==> config.mk <==
export PLATFORM = sky130hd
export DESIGN_NAME = dmem_responder
export DESIGN_NICKNAME = d
export VERILOG_FILES = /design/src/rtl/dmem_responder.sv
export SDC_FILE = /design/constraint.sdc
export NUM_CORES = 2
export LEC_CHECK = 0
export ABC_CLOCK_PERIOD_IN_PS = 4400
export BUFFER_PORTS_ARGS = -buffer_cell sky130_fd_sc_hd__buf_4
export CAP_MARGIN = 40
export CORE_MARGIN = 10
export CORE_UTILIZATION = 50
export CTS_CLUSTER_SIZE = 20
export DETAILED_ROUTE_END_ITERATION = 8
export PLACE_DENSITY_LB_ADDON = 0.05
export SLEW_MARGIN = 20
export SYNTH_ARGS = -nofsm -noshare
export SYNTH_HDL_FRONTEND = slang
export SYNTH_SLANG_ARGS = --single-unit
export TNS_END_PERCENT = 30
==> constraint.sdc <==
create_clock -name clk -period 4.4 [get_ports clk]
set_clock_uncertainty 0.2 [all_clocks]
set_input_delay 0.22 -clock clk [delete_from_list [all_inputs] [get_ports clk]]
set_output_delay 0.22 -clock clk [all_outputs]
set_load 0.02 [all_outputs]
==> src/rtl/dmem_responder.sv <==
// Word-addressed data RAM behind a req/ready/rvalid handshake with WAIT_CYCLES wait states.
// Optional MISALIGN_ERR_EN: flag and suppress accesses whose a[1:0] != 0.
module dmem_responder #(
  parameter int DEPTH       = 64,
  parameter int WAIT_CYCLES = 2
) (
  input  logic        clk,
  input  logic        reset,
  input  logic        req,
  input  logic        we,
  input  logic [31:0] a,
  input  logic [31:0] wd,
  output logic        ready,
  output logic        rvalid,
  output logic [31:0] rd,
  output logic        err
);

  localparam int         AW        = $clog2(DEPTH);
  localparam logic [3:0] WAIT_INIT = 4'(WAIT_CYCLES);

  typedef enum logic [1:0] {IDLE, WAIT, RESP} state_t;

  state_t          state, state_nxt;
  logic [3:0]      cnt, cnt_nxt;
  logic            accept, exec;

  logic            we_p0;
  logic [AW-1:0]   idx_p0;
  logic [31:0]     wd_p0;
  logic            mis_p0;

  logic            mis_in;
  logic            exec_we;
  logic [AW-1:0]   exec_idx;
  logic [31:0]     exec_wd;
  logic            exec_mis;

  logic [31:0]     mem [DEPTH];
  logic            unused_bits;

  assign unused_bits = ^{a[31:AW+2], a[1:0]};

`ifdef MISALIGN_ERR_EN
  assign mis_in = |a[1:0];
`else
  assign mis_in = 1'b0;
`endif

  always_comb begin
    state_nxt = state;
    cnt_nxt   = cnt;
    ready     = 1'b0;
    rvalid    = 1'b0;
    accept    = 1'b0;
    exec      = 1'b0;
    case (state)
      IDLE: begin
        ready = 1'b1;
        if (req) begin
          accept  = 1'b1;
          cnt_nxt = WAIT_INIT;
          if (WAIT_CYCLES == 0) begin
            state_nxt = RESP;
            exec      = 1'b1;
          end else begin
            state_nxt = WAIT;
          end
        end
      end
      WAIT: begin
        cnt_nxt = cnt - 4'd1;
        if (cnt == 4'd1) begin
          state_nxt = RESP;
          exec      = 1'b1;
        end
      end
      RESP: begin
        rvalid    = 1'b1;
        state_nxt = IDLE;
      end
      default: state_nxt = IDLE;
    endcase
  end

  always_ff @(posedge clk or negedge reset) begin
    if (!reset) begin
      state <= IDLE;
      cnt   <= 4'd0;
    end else begin
      state <= state_nxt;
      cnt   <= cnt_nxt;
    end
  end

  // p0: request captured on acceptance
  always_ff @(posedge clk) begin
    if (accept) begin
      we_p0  <= we;
      idx_p0 <= a[AW+1:2];
      wd_p0  <= wd;
      mis_p0 <= mis_in;
    end
  end

  // With zero wait states the access executes on the accepting edge, straight from the inputs
  always_comb begin
    if (state == IDLE) begin
      exec_we  = we;
      exec_idx = a[AW+1:2];
      exec_wd  = wd;
      exec_mis = mis_in;
    end else begin
      exec_we  = we_p0;
      exec_idx = idx_p0;
      exec_wd  = wd_p0;
      exec_mis = mis_p0;
    end
  end

  always_ff @(posedge clk) begin
    if (exec && exec_we && !exec_mis) begin
      mem[exec_idx] <= exec_wd;
    end
  end

  // p1: response data, held until the next response
  always_ff @(posedge clk or negedge reset) begin
    if (!reset) begin
      rd <= 32'd0;
    end else if (exec) begin
      rd <= (exec_we || exec_mis) ? 32'd0 : mem[exec_idx];
    end
  end

`ifdef MISALIGN_ERR_EN
  logic err_p1;

  always_ff @(posedge clk or negedge reset) begin
    if (!reset) begin
      err_p1 <= 1'b0;
    end else if (exec) begin
      err_p1 <= exec_mis;
    end
  end

  assign err = err_p1;
`else
  assign err = 1'b0;
`endif

endmodule

==> results.md <==
| Quantity | Value |
| --- | --- |
| Result of the run | completed |
| Final wirelength | 305 mm |
| Clock Latency Late Sink | 0.86 ns |
| Post-synth cell types | 69 |
| Power Total | 56.3 mW |
| Final clock period utilization by the worst path | 88.9% |
| Transition time of the tightest slew-check pin | 0.959 ns |
| Number of cell rows | 146 |
| CTS buffer count | 215 |
| P_leak | 30.8 nW |
| Setup TNS | 0 ns |
| Cell area after technology mapping | 79900 sq um |
| Post-synthesis cell count | 5225 |
| Die height | 420 microns |
| Worst hold path class | in -> reg |
| DRC | 0 |
| Number of enable-type register cells in the synthesized netlist | 2087 |
| Cell-internal power | 38.2 mW |
| Vias | 53500 |
| Post-CTS repair timing setup buffer count | 0 |
| Kind of start point of the critical path | flop |
| Count of instances resized after the clock tree is built | 0 |
| Root cell of the clock tree | sky130_fd_sc_hd__clkbuf_16 |
| Total Routing Usage GR | 34.2% |
| Area added between synthesis and finish | 17.9% |
| Wire length of the first global-routing pass | 416 mm |
| Effective utilization at floorplan | 50.4% |
| Final HPWL DP | 177 mm |
| Initial antenna violation count | 6 |
| Data required time at the worst endpoint | 4.98 ns |
| Net switching share of the total power | 32.1% |
| CP Class | reg -> reg |
| Clock network fraction of total power | 31.6% |
| Worst setup margin | 0.489 ns |
| Worst rel slew slack | 35.8% |
| Arrival time worst endpoint | 4.49 ns |
| Port-buffer cells | 75 |
| Max Clock Freq | 0.256 GHz |
| Final-report setup violation count | 0 |
| Share of flip-flops with an asynchronous set or reset | 1.79% |
| Time the final worst path needs with I/O delays and setup | 3.91 ns |
| Clock transition at the register clock pins on the worst setup and hold paths after CTS | 0.06 ns |
| Share of synthesized area occupied by flip-flops and latches | 79.6% |
| Worst VDD drop | 0.448 mV |
| Total die area | 176000 sq um |
| Switching power | 18.0 mW |
| Portion of total power attributed to sequential cells | 44.3% |
| Post-synthesis area per instance | 15.3 sq um |
| Number of filler cells placed in the layout | 12200 |
| Via count of the first global-routing pass | 49700 |
| CTS HTree Levels | 4 |
| Routed WL per cell | 38.6 microns |
| Post-route antenna net violation count | 0 |
| GPL Wtd Cong | 0.868 |
| Final net count | 5730 |
| Final core occ | 59.4% |
| Worst-case clock buffer depth | 3 |
| Core Footprint | 159000 sq um |
| Number of placed I/O pins | 103 |
| TritonCTS clock tree | yes |
| Power per cell area | 598 nW/um^2 |
| FF+latch count, synth | 2125 |
| Vias per cell | 6.76 |
| Pre-CTS setup slack | 0.588 ns |
| Kind of end point of the critical path | flop |
| Final hold slack | 0.0482 ns |
| Total of max-cap violations | 0 |
| Slew Limit Fails | 0 |
| First DRT Iteration DRCs | 9004 |
| Pin count of the biggest net entering global routing | 77 |
| Die width | 420 microns |
| Net count after synthesis | 5295 |
| Count of endpoints failing hold in the final timing report | 0 |
| Fraction of power consumed by combinational cells | 24.1% |
| Total gr overflow | 0 |
| Unrepaired setup endpoints after global routing | false |
| Number of sinks handled by clock tree synthesis | 2125 |
| Most used DFF post-synth | sky130_fd_sc_hd__edfxtp_1 |
| Fraction of layout cells with a size suffix above 1 | 15.3% |
| DRT Pass-1 Iters | 5 |
| Largest fanout on the critical path | 17 |
| YS warnings | 0 |
-- synthesized netlist by cell type, drive strengths merged, types with 5 or more instances --
| cell | n | area share [%] |
|---|---|---|
| or2 | 5 | 0.039 |
| nand2b | 5 | 0.039 |
| nor2 | 205 | 0.97 |
| a32oi | 126 | 1.4 |
| nand2 | 1020 | 4.8 |
| mux2i | 81 | 1.1 |
| edfxtp | 2087 | 78 |
| a22oi | 20 | 0.19 |
| a31oi | 166 | 1.3 |
| a32o | 38 | 0.48 |
| o221ai | 21 | 0.23 |
| dfrtp | 38 | 1.2 |
| clkbuf | 111 | 0.52 |
| a2111oi | 8 | 0.096 |
| o21ai | 21 | 0.13 |
| nand3 | 175 | 1.1 |
| nor3 | 38 | 0.24 |
| buf | 218 | 1.3 |
| inv | 8 | 0.038 |
| a22o | 10 | 0.11 |
| a211oi | 19 | 0.18 |
| nor4 | 39 | 0.31 |
| o22a | 7 | 0.077 |
| a21oi | 227 | 1.4 |
| nand4 | 21 | 0.16 |
| nor2b | 8 | 0.063 |
| mux2 | 5 | 0.080 |
| o22ai | 438 | 3.4 |
-- timing repair --
| action | in CTS | in global routing |
|---|---|---|
| endpoints found under the hold margin | 567 | 0 |
| hold buffers | 80 | 0 |
| endpoints found under the setup margin | 0 | 0 |
-- metrics by stage --
step           instance area [sq um]  instances
5_1_grt                        94100       7911
4_1_cts                        94100       7910
2_1_floorplan                  79900       5225
6_report                       94200       7916
3_3_place_gp                   86200       7418
3_5_place_dp                   86600       7434
-- layout make-up --
class / count / area (sq um) / share of cell area [%]
Antenna cell: 5 / 12.5 / 0.0133
Clock buffer: 282 / 5730 / 6.09
Clock inverter: 114 / 1010 / 1.08
Inverter: 8 / 30.0 / 0.0319
Multi-Input combinational cell: 2763 / 15500 / 16.5
Sequential cell: 2125 / 63600 / 67.6
Tap cell: 2072 / 2590 / 2.75
Timing Repair Buffer: 547 / 5630 / 5.98
-- final timing paths --
check	slack (ns)	start	cells after the start	end
max in group asynchronous	3.18	reset	4	rd[7]
worst max-delay path	0.49	state[0]	10	rd[24]
min in group asynchronous	0.22	reset	4	cnt[2]
worst max register to register	0.49	state[0]	10	rd[24]
worst min-delay path	0.05	a[3]	2	idx_p0[1]
worst min register to register	0.34	rd[11]	1	rd[11]
-- state kept, by name, summed over array words and instances, names as in the netlist --
| register | count |
|---|---|
| cnt | 4 |
| idx_p0 | 6 |
| mem | 2048 |
| rd | 32 |
| state | 2 |
| wd_p0 | 32 |
| we_p0 | 1 |
-- metal layers --
| metal | global-route usage (%) | part of all wire [%] |
|---|---|---|
| met1 | 48.5 | 38 |
| met4 | 13.3 | 4.6 |
| met3 | 7.11 | 13 |
| met2 | 52.0 | 45 |
| met5 | 0 | 0.0043 |
-- power groups by stage --
stage,Combinational [mW],Clock [mW],Sequential (mW)
after global routing,14.1,18.7,24.9
after floorplan,6.34,0,25.5
final,13.6,17.8,24.9
after global placement,12.8,0,25.4
after CTS,13.3,17.9,24.9
after detailed placement,13.2,0,25.4
-- worst max-delay path, cell delays in order (launching register included) --
cell,delay [ns]
sky130_fd_sc_hd__dfrtp_1,0.37
sky130_fd_sc_hd__or2_2,0.52
sky130_fd_sc_hd__a31oi_1,0.63
sky130_fd_sc_hd__nand2b_4,0.32
sky130_fd_sc_hd__buf_4,0.32
sky130_fd_sc_hd__nor2_1,0.30
sky130_fd_sc_hd__nand3_1,0.16
sky130_fd_sc_hd__o2111ai_1,0.12
sky130_fd_sc_hd__nor3_1,0.57
sky130_fd_sc_hd__buf_4,0.21
sky130_fd_sc_hd__a22o_1,0.11
-- cells by family after synthesis --
logic type / count (synthesis) / share of synthesized area, %
mux: 86 / 1.14
fa+ha+maj: 2 / 0.0313
compound gates: 1139 / 9.44
flops: 2125 / 79.6
buf+inv: 337 / 1.85
simple gates: 1535 / 7.90
other cells: 1 / 0.00469
-- layout by cell type, fill, tap and decap left out, drive strengths merged, types with 5 or more instances in the layout --
| cell | n |
|---|---|
| a2111oi | 8 |
| a211oi | 19 |
| a21oi | 227 |
| a22o | 10 |
| a22oi | 20 |
| a31oi | 166 |
| a32o | 38 |
| a32oi | 126 |
| buf | 468 |
| bufinv | 14 |
| clkbuf | 282 |
| clkinv | 89 |
| dfrtp | 38 |
| diode | 5 |
| dlygate4sd3 | 79 |
| edfxtp | 2087 |
| inv | 15 |
| mux2 | 5 |
| mux2i | 81 |
| nand2 | 1020 |
| nand2b | 5 |
| nand3 | 175 |
| nand4 | 21 |
| nor2 | 205 |
| nor2b | 8 |
| nor3 | 38 |
| nor4 | 39 |
| o21ai | 21 |
| o221ai | 21 |
| o22a | 7 |
| o22ai | 438 |
| or2 | 5 |
(Power assumes the default switching activity.)
